**src/rtl/fetch_pkg.sv**
```systemverilog
// Shared opcode constants and the per-lane predecode record used by the
// fetch-stage predecoder.
package fetch_pkg;

  localparam logic [4:0] OP_BRANCH = 5'b11000;
  localparam logic [4:0] OP_JAL    = 5'b11011;
  localparam logic [4:0] OP_JALR   = 5'b11001;

  localparam int INST_W = 32;

  // imm is kept at instruction width; the top sign-extends it to XLEN.
  typedef struct packed {
    logic              is_br;
    logic              is_jal;
    logic              is_jalr;
    logic              pred_taken;
    logic [INST_W-1:0] imm;
  } predecode_t;

endpackage

```
**src/rtl/fetch_predecode_bundle_if.sv**
```systemverilog
// Fetch-to-decode bundle bus: fetch-side handshake, decode-side handshake,
// flush, and the redirect toward the PC generator.
interface fetch_predecode_bundle_if #(
  parameter int LANES = 2,
  parameter int XLEN  = 32
);

  logic                   flush;
  logic                   in_valid;
  logic                   in_ready;
  logic [XLEN-1:0]        in_pc;
  logic [32*LANES-1:0]    in_inst;
  logic [LANES-1:0]       in_lane_valid;

  logic                   out_valid;
  logic                   out_ready;
  logic [XLEN-1:0]        out_pc;
  logic [32*LANES-1:0]    out_inst;
  logic [LANES-1:0]       out_lane_valid;
  logic [LANES-1:0]       out_is_br;
  logic [LANES-1:0]       out_is_jal;
  logic [LANES-1:0]       out_is_jalr;
  logic [LANES-1:0]       out_pred_taken;
  logic [XLEN*LANES-1:0]  out_imm;

  logic                   redirect_valid;
  logic [XLEN-1:0]        redirect_pc;

  modport master (
    output flush, in_valid, in_pc, in_inst, in_lane_valid, out_ready,
    input  in_ready, out_valid, out_pc, out_inst, out_lane_valid,
           out_is_br, out_is_jal, out_is_jalr, out_pred_taken, out_imm,
           redirect_valid, redirect_pc
  );

  modport slave (
    input  flush, in_valid, in_pc, in_inst, in_lane_valid, out_ready,
    output in_ready, out_valid, out_pc, out_inst, out_lane_valid,
           out_is_br, out_is_jal, out_is_jalr, out_pred_taken, out_imm,
           redirect_valid, redirect_pc
  );

endinterface

```
**src/rtl/predecode_lane.sv**
```systemverilog
// Single-lane classifier: flags control-flow instructions, extracts the
// sign-extended immediate and applies static backward-taken prediction.
module predecode_lane
  import fetch_pkg::*;
(
  input  logic [31:0] inst,
  input  logic        lane_valid,
  output predecode_t  pd
);

  // The two low opcode bits are always 2'b11 for 32-bit encodings.
  logic unused_lsbs;
  assign unused_lsbs = ^inst[1:0];

  always_comb begin
    // NOTE: default the whole record first so no path through the case infers a latch.
    pd = '0;
    case (inst[6:2])
      OP_BRANCH: begin
        pd.imm        = {{19{inst[31]}}, inst[31], inst[7], inst[30:25], inst[11:8], 1'b0};
        pd.is_br      = lane_valid;
        pd.pred_taken = lane_valid && inst[31];
      end
      OP_JAL: begin
        pd.imm        = {{11{inst[31]}}, inst[31], inst[19:12], inst[20], inst[30:21], 1'b0};
        pd.is_jal     = lane_valid;
        pd.pred_taken = lane_valid;
      end
      OP_JALR: begin
        pd.imm        = {{20{inst[31]}}, inst[31:20]};
        pd.is_jalr    = lane_valid;
      end
      default: ;
    endcase
  end

endmodule

```
**src/rtl/fetch_predecode_bundle.sv**
```systemverilog
// Fetch-stage predecoder: classifies every lane, truncates after the first
// predicted-taken lane, registers the bundle and emits a one-shot redirect.
module fetch_predecode_bundle
  import fetch_pkg::*;
#(
  parameter int LANES = 2,
  parameter int XLEN  = 32
) (
  input  logic                     clk,
  input  logic                     rst,
  fetch_predecode_bundle_if.slave  bus
);

  predecode_t            pd [LANES];
  logic [LANES-1:0]      br_v, jal_v, jalr_v, taken_v, keep_mask;
  logic [XLEN*LANES-1:0] imm_v;
  logic                  seen, taken_any, in_fire, redirect_sent;
  logic [XLEN-1:0]       k_off, k_imm, target;

  for (genvar g = 0; g < LANES; g++) begin : g_lane
    predecode_lane u_lane (
      .inst       (bus.in_inst[32*g +: 32]),
      .lane_valid (bus.in_lane_valid[g]),
      .pd         (pd[g])
    );
    assign br_v[g]    = pd[g].is_br;
    assign jal_v[g]   = pd[g].is_jal;
    assign jalr_v[g]  = pd[g].is_jalr;
    assign taken_v[g] = pd[g].pred_taken;
    assign imm_v[XLEN*g +: XLEN] = XLEN'($signed(pd[g].imm));
  end

  // Lowest taken lane wins; every lane at or below it survives truncation.
  always_comb begin
    seen      = 1'b0;
    keep_mask = '0;
    k_off     = '0;
    k_imm     = '0;
    for (int i = 0; i < LANES; i++) begin
      keep_mask[i] = !seen;
      if (taken_v[i] && !seen) begin
        k_off = XLEN'(4 * i);
        k_imm = imm_v[XLEN*i +: XLEN];
      end
      seen = seen | taken_v[i];
    end
    taken_any = seen;
  end

  assign target       = bus.in_pc + k_off + k_imm;
  assign bus.in_ready = !rst && !bus.flush && (!bus.out_valid || bus.out_ready);
  assign in_fire      = bus.in_valid && bus.in_ready;

  // Redirect fires only in the first visible cycle of a taken bundle.
  assign bus.redirect_valid = bus.out_valid && (|bus.out_pred_taken) && !redirect_sent;

  // NOTE: non-blocking assignments so every register samples pre-edge values.
  always_ff @(posedge clk) begin
    if (rst) begin
      // NOTE: the datapath registers are reset too so the bundle reads all-zero out of reset.
      bus.out_valid      <= 1'b0;
      redirect_sent      <= 1'b0;
      bus.out_pc         <= '0;
      bus.out_inst       <= '0;
      bus.out_lane_valid <= '0;
      bus.out_is_br      <= '0;
      bus.out_is_jal     <= '0;
      bus.out_is_jalr    <= '0;
      bus.out_pred_taken <= '0;
      bus.out_imm        <= '0;
      bus.redirect_pc    <= '0;
    end else if (bus.flush) begin
      bus.out_valid <= 1'b0;
      redirect_sent <= 1'b0;
    end else if (in_fire) begin
      bus.out_valid      <= 1'b1;
      redirect_sent      <= 1'b0;
      bus.out_pc         <= bus.in_pc;
      bus.out_inst       <= bus.in_inst;
      bus.out_lane_valid <= bus.in_lane_valid & keep_mask;
      bus.out_is_br      <= br_v;
      bus.out_is_jal     <= jal_v;
      bus.out_is_jalr    <= jalr_v;
      bus.out_pred_taken <= taken_v & keep_mask;
      bus.out_imm        <= imm_v;
      if (taken_any) bus.redirect_pc <= target;
    end else if (bus.out_ready) begin
      bus.out_valid <= 1'b0;
      redirect_sent <= 1'b0;
    end else if (bus.redirect_valid) begin
      redirect_sent <= 1'b1;
    end
  end

endmodule
```
**src/flat_wrapper.sv**
```systemverilog
// flat-port wrapper written by rule: the top's interface ports become plain ports
module fetch_predecode_bundle_flat import fetch_pkg::*;
#(
  parameter int LANES = 2,
  parameter int XLEN  = 32
)
  (clk, rst, bus_flush, bus_in_valid, bus_in_pc, bus_in_inst, bus_in_lane_valid, bus_out_ready, bus_in_ready, bus_out_valid, bus_out_pc, bus_out_inst, bus_out_lane_valid, bus_out_is_br, bus_out_is_jal, bus_out_is_jalr, bus_out_pred_taken, bus_out_imm, bus_redirect_valid, bus_redirect_pc);
  fetch_predecode_bundle_if #(.LANES(LANES), .XLEN(XLEN)) bus_i ();
  input  logic clk;
  input  logic rst;
  input wire logic [$bits(bus_i.flush)-1:0] bus_flush;
  input wire logic [$bits(bus_i.in_valid)-1:0] bus_in_valid;
  input wire logic [$bits(bus_i.in_pc)-1:0] bus_in_pc;
  input wire logic [$bits(bus_i.in_inst)-1:0] bus_in_inst;
  input wire logic [$bits(bus_i.in_lane_valid)-1:0] bus_in_lane_valid;
  input wire logic [$bits(bus_i.out_ready)-1:0] bus_out_ready;
  output wire logic [$bits(bus_i.in_ready)-1:0] bus_in_ready;
  output wire logic [$bits(bus_i.out_valid)-1:0] bus_out_valid;
  output wire logic [$bits(bus_i.out_pc)-1:0] bus_out_pc;
  output wire logic [$bits(bus_i.out_inst)-1:0] bus_out_inst;
  output wire logic [$bits(bus_i.out_lane_valid)-1:0] bus_out_lane_valid;
  output wire logic [$bits(bus_i.out_is_br)-1:0] bus_out_is_br;
  output wire logic [$bits(bus_i.out_is_jal)-1:0] bus_out_is_jal;
  output wire logic [$bits(bus_i.out_is_jalr)-1:0] bus_out_is_jalr;
  output wire logic [$bits(bus_i.out_pred_taken)-1:0] bus_out_pred_taken;
  output wire logic [$bits(bus_i.out_imm)-1:0] bus_out_imm;
  output wire logic [$bits(bus_i.redirect_valid)-1:0] bus_redirect_valid;
  output wire logic [$bits(bus_i.redirect_pc)-1:0] bus_redirect_pc;
  assign bus_i.flush = bus_flush;
  assign bus_i.in_valid = bus_in_valid;
  assign bus_i.in_pc = bus_in_pc;
  assign bus_i.in_inst = bus_in_inst;
  assign bus_i.in_lane_valid = bus_in_lane_valid;
  assign bus_i.out_ready = bus_out_ready;
  assign bus_in_ready = bus_i.in_ready;
  assign bus_out_valid = bus_i.out_valid;
  assign bus_out_pc = bus_i.out_pc;
  assign bus_out_inst = bus_i.out_inst;
  assign bus_out_lane_valid = bus_i.out_lane_valid;
  assign bus_out_is_br = bus_i.out_is_br;
  assign bus_out_is_jal = bus_i.out_is_jal;
  assign bus_out_is_jalr = bus_i.out_is_jalr;
  assign bus_out_pred_taken = bus_i.out_pred_taken;
  assign bus_out_imm = bus_i.out_imm;
  assign bus_redirect_valid = bus_i.redirect_valid;
  assign bus_redirect_pc = bus_i.redirect_pc;
  fetch_predecode_bundle #(.LANES(LANES), .XLEN(XLEN)) u_core (.clk(clk), .rst(rst), .bus(bus_i));
endmodule
```
**config.mk**
```make
export PLATFORM = sky130hd
export DESIGN_NAME = fetch_predecode_bundle_flat
export DESIGN_NICKNAME = d
export VERILOG_FILES = /design/src/rtl/fetch_pkg.sv /design/src/rtl/fetch_predecode_bundle_if.sv /design/src/rtl/predecode_lane.sv /design/src/rtl/fetch_predecode_bundle.sv /design/src/flat_wrapper.sv
export SDC_FILE = /design/constraint.sdc
export NUM_CORES = 1
export LEC_CHECK = 0
export CORE_UTILIZATION = 37
export CTS_CLUSTER_SIZE = 8
export DETAILED_ROUTE_END_ITERATION = 8
export GPL_TIMING_DRIVEN = 1
export PLACE_DENSITY_LB_ADDON = 0.2
export SYNTH_ARGS = -nofsm -noshare
export SYNTH_HDL_FRONTEND = slang
export SYNTH_HIERARCHICAL = 1
export SYNTH_SLANG_ARGS = --single-unit
export TNS_END_PERCENT = 20
```
**constraint.sdc**
```tcl
create_clock -name clk -period 5.8 [get_ports clk]
set_input_delay 0.87 -clock clk [delete_from_list [all_inputs] [get_ports clk]]
set_output_delay 0.87 -clock clk [all_outputs]
set_load 0.03 [all_outputs]
```
### Word-level counts from Yosys, hierarchy flattened

Index checks and enable logic that the tools add are counted.

* add/sub/neg operators: 2
* equality and inequality tests: 6
* shift-type cells: 0
* multiply operators: 0
* divide/modulo/power cells: 0
* reduce and logical (&&, ||, !) cells: 20
* bitwise gates (word level): 4
* $lt $le $gt $ge: 0
* multiplexer cells: 15

Operators with widths (number)
* $pmux W32 S3: 2
* $add A32 B32 Y32: 2
* $mux W32: 2
* $eq A5 B5 Y1 const B: 6
* $logic_and A1 B1 Y1: 8
* $mux W1: 8
* $logic_not A1 Y1: 5
* $and A2 B2 Y2: 2
* $pmux W1 S2: 2
* $reduce_or A2 Y1: 2
* $reduce_or A4 Y1: 1
* $mux W3: 1
* $reduce_and A3 Y1: 1
* $reduce_and A2 Y1: 1
* $reduce_bool A2 Y1: 1
* $logic_or A1 B1 Y1: 1
* $not A1 Y1: 1
* $or A1 B1 Y1: 1

* input bits: 103
* memory bits (writable): 0
* memories kept: 0
* word-level logic and storage cells: 58
* output and inout port bits: 205
* latch bits: 0
* bits in read-only memories: 0
* register bits: 204

### Depth between registers and ports, before layout

Gate-level depths: netlist of run 1.

* word-level depth: 7
* depth in mapped cells: 18
* depth with buffers taken out: 16

### Cells and area by module

The synthesis of run 1 kept the hierarchy.

By module, submodules not included
* fetch_predecode_bundle: cells each 1266, seq. area each 4083.9 um^2, area each 9539.1 um^2, instances 1
* predecode_lane: cells each 58, seq. area each 0.0 um^2, area each 420.4 um^2, instances 2

### Worst setup path before layout of run 1

No wires, ideal clock.

* kind: in2reg
* start point: in bus_in_inst[3]
* end point: reg u_core/bus.redirect_pc[30] in the netlist's numbering
* data required time: 5726 ps
* data arrival time: 4486 ps
* setup slack: 1240 ps
* library setup time: 74 ps
* stages on the path: 17
* path buffers: 3
* cell sequence: buf_6 > nand2b_4 > o21a_1 > nor3_2 > clkbuf_1 > clkbuf_1 > a21oi_1 > fa_1 > inv_1 > ha_1 > a21oi_1 > nor3_4 > o21ai_0 > o21a_1 > o311a_4 > or4_1 > a31oi_1

RTL lines
* from (decl): line flat_wrapper.sv:14 `input wire logic [$bits(bus_i.in_inst)-1:0] bus_in_inst;`
* to (signal assigned): line fetch_predecode_bundle.sv:86 `if (taken_any) bus.redirect_pc <= target;`
* to (decl): line fetch_predecode_bundle_if.sv:40 `redirect_valid, redirect_pc`

==> impl_metrics.py, run 1 <==
metrics = {
    "clock_tree": {
        "clock_sinks": 204,
        "cts_resized": 0,
        "ctsHoldBuffers": 0,
        "cts_tree": "yes",
        "clk_latency_ps": 550,
        "cts_setup_buffers": 0,
        "cts_max_path_buffers": 3,
        "cts_buffers": 29,
        "cts_root_buf": "clkbuf_16",
        "clk_pin_slew_ps": 50,
        "htree_levels": 1,
    },
    "sta": {
        "relSlewSlack": 0.2648,
        "skew_ps": 9.629,
        "fin_crit_sh": 0.8439,
        "rsz0062_at_grt": "no",
        "fin_setup_tns_ps": 0,
        "layout_min_cycle_time_ps": 4895,
        "max_freq_ghz": 0.2043,
        "slew_viol_final": 0,
        "worst_pin_slew_ps": 1103,
        "hold_violations": 0,
        "setup_viol": 0,
    },
    "logic_synthesis": {
        "synth_xor_area_frac": 0.02025,
        "synth_warnings": 6,
        "synth_top_family_by_area": "simple AND/OR/NAND/NOR gates",
        "syn_area_um2": 10380,
        "synth_cell_types": 66,
        "synth-seq-cells": 204,
        "synth_top_flop_cell": "dfxtp_1",
        "synthMuxAreaShare": 0.0009643,
        "avgSynthCellArea_um2": 7.511,
        "synthSimpleGateAreaFrac": 0.2571,
        "synthAdderAreaFrac": 0.07618,
        "synth_compound_gate_area_share": 0.1918,
        "syn_inst": 1382,
        "synth_edf_count": 0,
        "synthArstFlopShare": 0,
        "synth_fp_nets": 1547,
        "ys_seq_area_frac": 0.3934,
    },
    "floorplanning": {
        "die_x_um": 169.5,
        "fp-row-count": 60,
        "die-height_um": 169.5,
        "dieArea_um2": 28730,
        "io_pins": 308,
        "start_util": 0.3809,
        "fp.coreArea_um2": 27250,
    },
    "routing": {
        "post_drt_wl_per_cell_um": 17.99,
        "via_per_inst": 5.130,
        "drt-initial-drc-count": 724,
        "vias": 10240,
        "wl_mm": 35.91,
        "firstDrtPassIters": 5,
        "drc": 0,
        "antenna_left": 0,
    },
    "worst_setup_path": {
        "crit_chain": "clkdlybuf4s50_1 -> buf_4 -> nand2_1 -> o21a_1 -> nor3_4 -> buf_12 -> buf_4 -> nand2_1 -> o21ai_0 -> ha_1 -> ha_1 -> nand4_1 -> or3_1 -> nor4_1 -> o21ai_0 -> xnor2_1 -> o21ai_0",
        "worstSetupPathType": "in2reg",
        "cp_common_cell": "o21ai_0",
        "cp-start-kind": "input port",
        "slowest_delay_ps": 520,
        "reg2regPathDepth": 7,
        "cpMaxStageDelayCell": "nor3_4",
        "worstSetupEndpointType": "flop",
        "arrival_ps": 5300,
        "required_ps": 6200,
        "crit_fanout": 28,
    },
    "global_routing": {
        "grt_use_total": 0.2399,
        "grt_max_degree": 109,
        "antenna_found_initial": 0,
        "grt_first_pass_wirelength_mm": 53.85,
        "grt_pass1_vias": 9648,
        "grt.overflow.total": 0,
    },
    "placed_design": {
        "gp_congestion": 0.8915,
        "dpl_cell_area_um2": 13540,
        "io_buffers": 307,
        "hpwl_mm": 26.05,
    },
    "pwr": {
        "p_leak_uw": 0.005244,
        "p_per_area_nw_per_um2": 233.3,
        "vdd.ir_drop.worst_mv": 0.1965,
    },
    "layout": {
        "syn_to_final_growth_pct": 37.69,
        "num-nets-final": 1787,
        "diodes": 0,
        "fin_area_um2": 14290,
        "drive_gt1_frac": 0.05111,
    },
    "min_path": {
        "hold_path_class": "reg2reg",
        "whs_path_depth": 2,
    },
    "status": {
        "status": "completed",
    },
    "job": {
        "maxCapViolCount": 0,
    },
}
[synthesized netlist by cell type (all sizes together) (3+ instances only)]
library cell	instances	area [um^2]
o21bai	4	30.03
nor2	51	226.5
o21a	6	45.04
a21oi	219	1104
nand3	9	57.56
or3	3	18.77
o211ai	3	22.52
o311a	3	41.29
or4	3	22.52
nand2b	4	40.04
nand3b	12	115.1
and3	5	31.28
ha	60	750.7
nor4	6	62.56
xnor2	13	113.9
a21o	23	172.7
a22oi	9	67.56
xor2	11	96.34
inv	17	63.81
dfxtp	204	4084
o21ai	59	295.3
a31oi	5	31.28
nor3	19	131.4
buf	34	255.3
nand4	11	68.82
and2	17	108.9
a211oi	8	60.06
o2111ai	3	26.28
clkbuf	81	306.5
nand2	457	1718
[routing by layer]
layer	up-vias	GRT usage	share of wire
li1	5101	-	-
met1	4734	0.2912	0.42
met2	340	0.4138	0.48
met3	65	0.05410	0.069
met4	0	0.08656	0.036
met5	-	0	0
[sequential cells by signal, summed over array words and instances (netlist names)]
name                       flops
u_core/bus.redirect_pc        32
u_core/bus.out_is_jalr         2
u_core/bus.out_pc             32
u_core/bus.out_is_br           2
u_core/bus.out_valid           1
u_core/redirect_sent           1
u_core/bus.out_pred_taken      2
u_core/bus.out_is_jal          2
u_core/bus.out_inst           64
u_core/bus.out_imm            64
u_core/bus.out_lane_valid      2
[layout make-up]
cell class	count	area (um^2)
Clock buffer	32	747.0
Clock inverter	1	8.758
Fill cell	2676	12960
Inverter	17	63.81
Multi-Input combinational cell	1046	5697
Sequential cell	204	4084
Tap cell	372	465.4
Timing Repair Buffer	324	3227
[per-stage QoR]
stage | utilization | std cells | power, uW | hold WS, ps | worst slack [ps]
6_report | 0.5245 | 1996 | 3335 | 449.3 | 905.5
4_1_cts | 0.5245 | 1996 | 3375 | 452.0 | 978.7
3_5_place_dp | 0.4967 | 1963 | 1875 | 445.5 | 441.4
5_1_grt | 0.5245 | 1996 | 3450 | 463.5 | 661.9
3_3_place_gp | 0.4967 | 1963 | 1872 | 440.7 | 460.2
2_1_floorplan | - | 1382 | 1686 | 545.4 | 1240
[worst max-delay path, delay by kind of cell]
family | cells | cell delay, ps
compound gates | 4 | 560
buf+inv | 4 | 1130
xor+xnor | 1 | 190
simple gates | 6 | 1790
fa+ha+maj | 2 | 740
[cells by family (layout without fill, tap and decap cells)]
kind of cell / Yosys count / count (layout)
muxes: 1 / 1
DFF: 204 / 204
xor gates and xnor gates: 24 / 24
buffers and inverters: 132 / 374
AOI/OAI and AO/OA: 353 / 353
and+or+nand+nor: 606 / 606
adders and majority gates: 62 / 62
[where the power goes]
part           switching (uW)  total (uW)  leakage, uW  internal (uW)
Clock                     600        1490     0.000371            887
Sequential               12.9        1440      0.00165           1430
Combinational             241         404      0.00322            163
[path summary, 6_finish.rpt]
| check | from | end | slack, ps |
|---|---|---|---|
| setup / recovery | bus_in_inst[2] | u_core/bus.redirect_pc[29] | 910 |
| hold / removal | u_core/bus.out_inst[15] | u_core/bus.out_inst[15] | 450 |
| setup reg to reg | u_core/bus.out_valid | u_core/bus.redirect_pc[26] | 3330 |
| hold reg to reg | u_core/bus.out_inst[15] | u_core/bus.out_inst[15] | 450 |
[cells in the final DEF (no fill, tap or decap), types with 3 or more instances in the layout]
| cell | n |
|---|---|
| a211oi_1 | 8 |
| a21o_1 | 23 |
| a21oi_1 | 217 |
| a22oi_1 | 9 |
| a31oi_1 | 5 |
| and2_1 | 15 |
| and3_1 | 5 |
| buf_4 | 15 |
| clkbuf_16 | 29 |
| clkdlybuf4s50_1 | 306 |
| dfxtp_1 | 204 |
| ha_1 | 60 |
| inv_1 | 17 |
| nand2_1 | 455 |
| nand3_1 | 8 |
| nand3b_1 | 10 |
| nand4_1 | 11 |
| nor2_1 | 45 |
| nor2_4 | 4 |
| nor3_1 | 13 |
| nor3_2 | 3 |
| nor3_4 | 3 |
| nor4_2 | 4 |
| o2111ai_1 | 3 |
| o211ai_1 | 3 |
| o21a_1 | 6 |
| o21ai_0 | 57 |
| o21bai_1 | 4 |
| or3_1 | 3 |
| or4_1 | 3 |
| xnor2_1 | 13 |
| xor2_1 | 11 |
(Power assumes the default switching activity.)
==> run 2: changes to the inputs <==
==> constraint.sdc (replaced) <==
create_clock -name clk -period 4.8 [get_ports clk]
set_input_delay 0.72 -clock clk [delete_from_list [all_inputs] [get_ports clk]]
set_output_delay 0.72 -clock clk [all_outputs]
set_load 0.03 [all_outputs]
==> run 2 against run 1 <==
  * Final area rose by 1.9%
  * Combinational power rose by 24%
  * Sequential power rose by 21%
  * Cell count rose by 1.8%
  * Utilization rose by 1.0 points
  * Highest routed layer unchanged
==> impl_metrics.py, run 2 (synthesized netlist as in run 1, its figures left out) <==
metrics = {
    "routing": {
        "drt-initial-drc-count": 773,
        "post_drt_wl_per_cell_um": 17.51,
        "wl_mm": 35.59,
        "vias": 10340,
        "antenna_left": 0,
        "firstDrtPassIters": 5,
        "drc": 0,
        "via_per_inst": 5.090,
    },
    "layout": {
        "largest_registers": "u_core/bus.out_imm x64, u_core/bus.out_inst x64",
        "drive_gt1_frac": 0.07113,
        "mostFrequentLayoutCells": "455 x nand2_1, 306 x clkdlybuf4s50_1, 217 x a21oi_1",
        "syn_to_final_growth_pct": 40.37,
        "fin_area_um2": 14570,
        "final_common_cell": "nand2_1",
        "num-nets-final": 1822,
        "fill_cells": 2658,
    },
    "global_routing": {
        "grt_pass1_vias": 9601,
        "grt_first_pass_wirelength_mm": 53.73,
        "met1_usage": 0.2842,
        "grt_max_degree": 172,
        "antenna_found_initial": 1,
        "grt.overflow.total": 0,
        "grtUsageMet2": 0.4212,
        "grt_util_met3": 0.04967,
        "busiest_layer": "met2",
        "grt_use_total": 0.2375,
    },
    "worst_setup_path": {
        "worstSetupEndpointType": "flop",
        "required_ps": 5240,
        "worstSetupPathType": "in2reg",
        "cp-start-kind": "input port",
        "crit_fanout": 7,
        "arrival_ps": 4750,
    },
    "floorplanning": {
        "die-height_um": 169.5,
        "fp.coreArea_um2": 27250,
        "dieArea_um2": 28730,
        "fp-row-count": 60,
        "start_util": 0.3809,
        "io_pins": 308,
        "die_x_um": 169.5,
    },
    "clock_tree": {
        "ctsHoldBuffers": 0,
        "cts_max_path_buffers": 3,
        "cts_setup_buffers": 0,
        "clk_latency_ps": 540,
        "cts_root_buf": "clkbuf_16",
        "htree_levels": 1,
        "cts_tree": "yes",
        "clk_pin_slew_ps": 50,
        "cts_buffers": 29,
        "cts_resized": 0,
        "clock_sinks": 204,
    },
    "min_path": {
        "hold_path_class": "reg2reg",
    },
    "sta": {
        "slew_viol_final": 0,
        "worst_pin_slew_ps": 1021,
        "fin_setup_tns_ps": 0,
        "setup_viol": 0,
        "skew_ps": 9.407,
        "relSlewSlack": 0.3190,
        "max_freq_ghz": 0.2321,
        "fin_crit_sh": 0.8976,
        "layout_min_cycle_time_ps": 4308,
        "hold_violations": 0,
        "setup_ws_ps": 491.8,
        "rsz0062_at_grt": "no",
    },
    "status": {
        "status": "completed",
    },
    "pwr": {
        "p_per_area_nw_per_um2": 276.4,
        "p_total_uw": 4028,
        "p_leak_uw": 0.005416,
        "vdd.ir_drop.worst_mv": 0.2283,
    },
    "placed_design": {
        "io_buffers": 307,
        "hpwl_mm": 26.19,
        "gp_congestion": 0.8951,
        "dp_slack_ps": -5.967,
        "dpl_cell_area_um2": 13810,
    },
    "job": {
        "maxCapViolCount": 0,
    },
}
[run 2: stage by stage]
| stage | hold WS, ps | utilization | cells |
|---|---|---|---|
| after floorplan | 545.4 | - | 1382 |
| after global placement | 441.0 | 0.5068 | 1998 |
| after detailed placement | 443.7 | 0.5068 | 1998 |
| after CTS | 450.7 | 0.5346 | 2031 |
| after global routing | 465.3 | 0.5347 | 2032 |
| final | 446.4 | 0.5347 | 2032 |
[run 2: path summary, 6_finish.rpt]
path,slack [ps],end,start,cells after the start
setup / recovery,490,u_core/bus.redirect_pc[25],bus_in_inst[37],16
hold / removal,450,u_core/bus.redirect_pc[12],u_core/bus.redirect_pc[12],2
setup reg to reg,2380,u_core/bus.redirect_pc[30],u_core/bus.out_valid,7
hold reg to reg,450,u_core/bus.redirect_pc[12],u_core/bus.redirect_pc[12],2
[run 2: layer usage]
layer / up-vias / part of all wire
met1: 4796 / 0.41
met4: 0 / 0.029
met3: 56 / 0.065
met2: 319 / 0.50
li1: 5172 / -
met5: - / 0
[run 2: layout make-up]
cell class                 count  area, um^2  share of cell area
multi-input combinational   1046        5697              0.3910
sequential                   204        4084              0.2803
timing repair buffer         359        3502              0.2404
clock buffer                  32       747.0             0.05127
tap                          372       465.4             0.03195
inverter                      17       63.81            0.004380
clock inverter                 1       8.758           0.0006011
antenna                        1       2.502           0.0001717
[run 2: where the power goes]
group          switching, uW  internal (uW)
logic                    293            209
clock network            710           1070
registers               15.7           1730
total                   1020           3010
[run 2: critical path: stages]
cell             delay, ps
clkdlybuf4s50_1        540
nand3b_4               170
buf_4                  220
nor3_1                 440
nand2_1                130
o21ai_0                270
ha_1                   200
ha_1                   180
fa_1                   210
a21oi_1                100
o211ai_1               400
a211oi_1               160
o21ai_1                300
or3b_2                 470
o21a_1                 110
o32ai_1                110
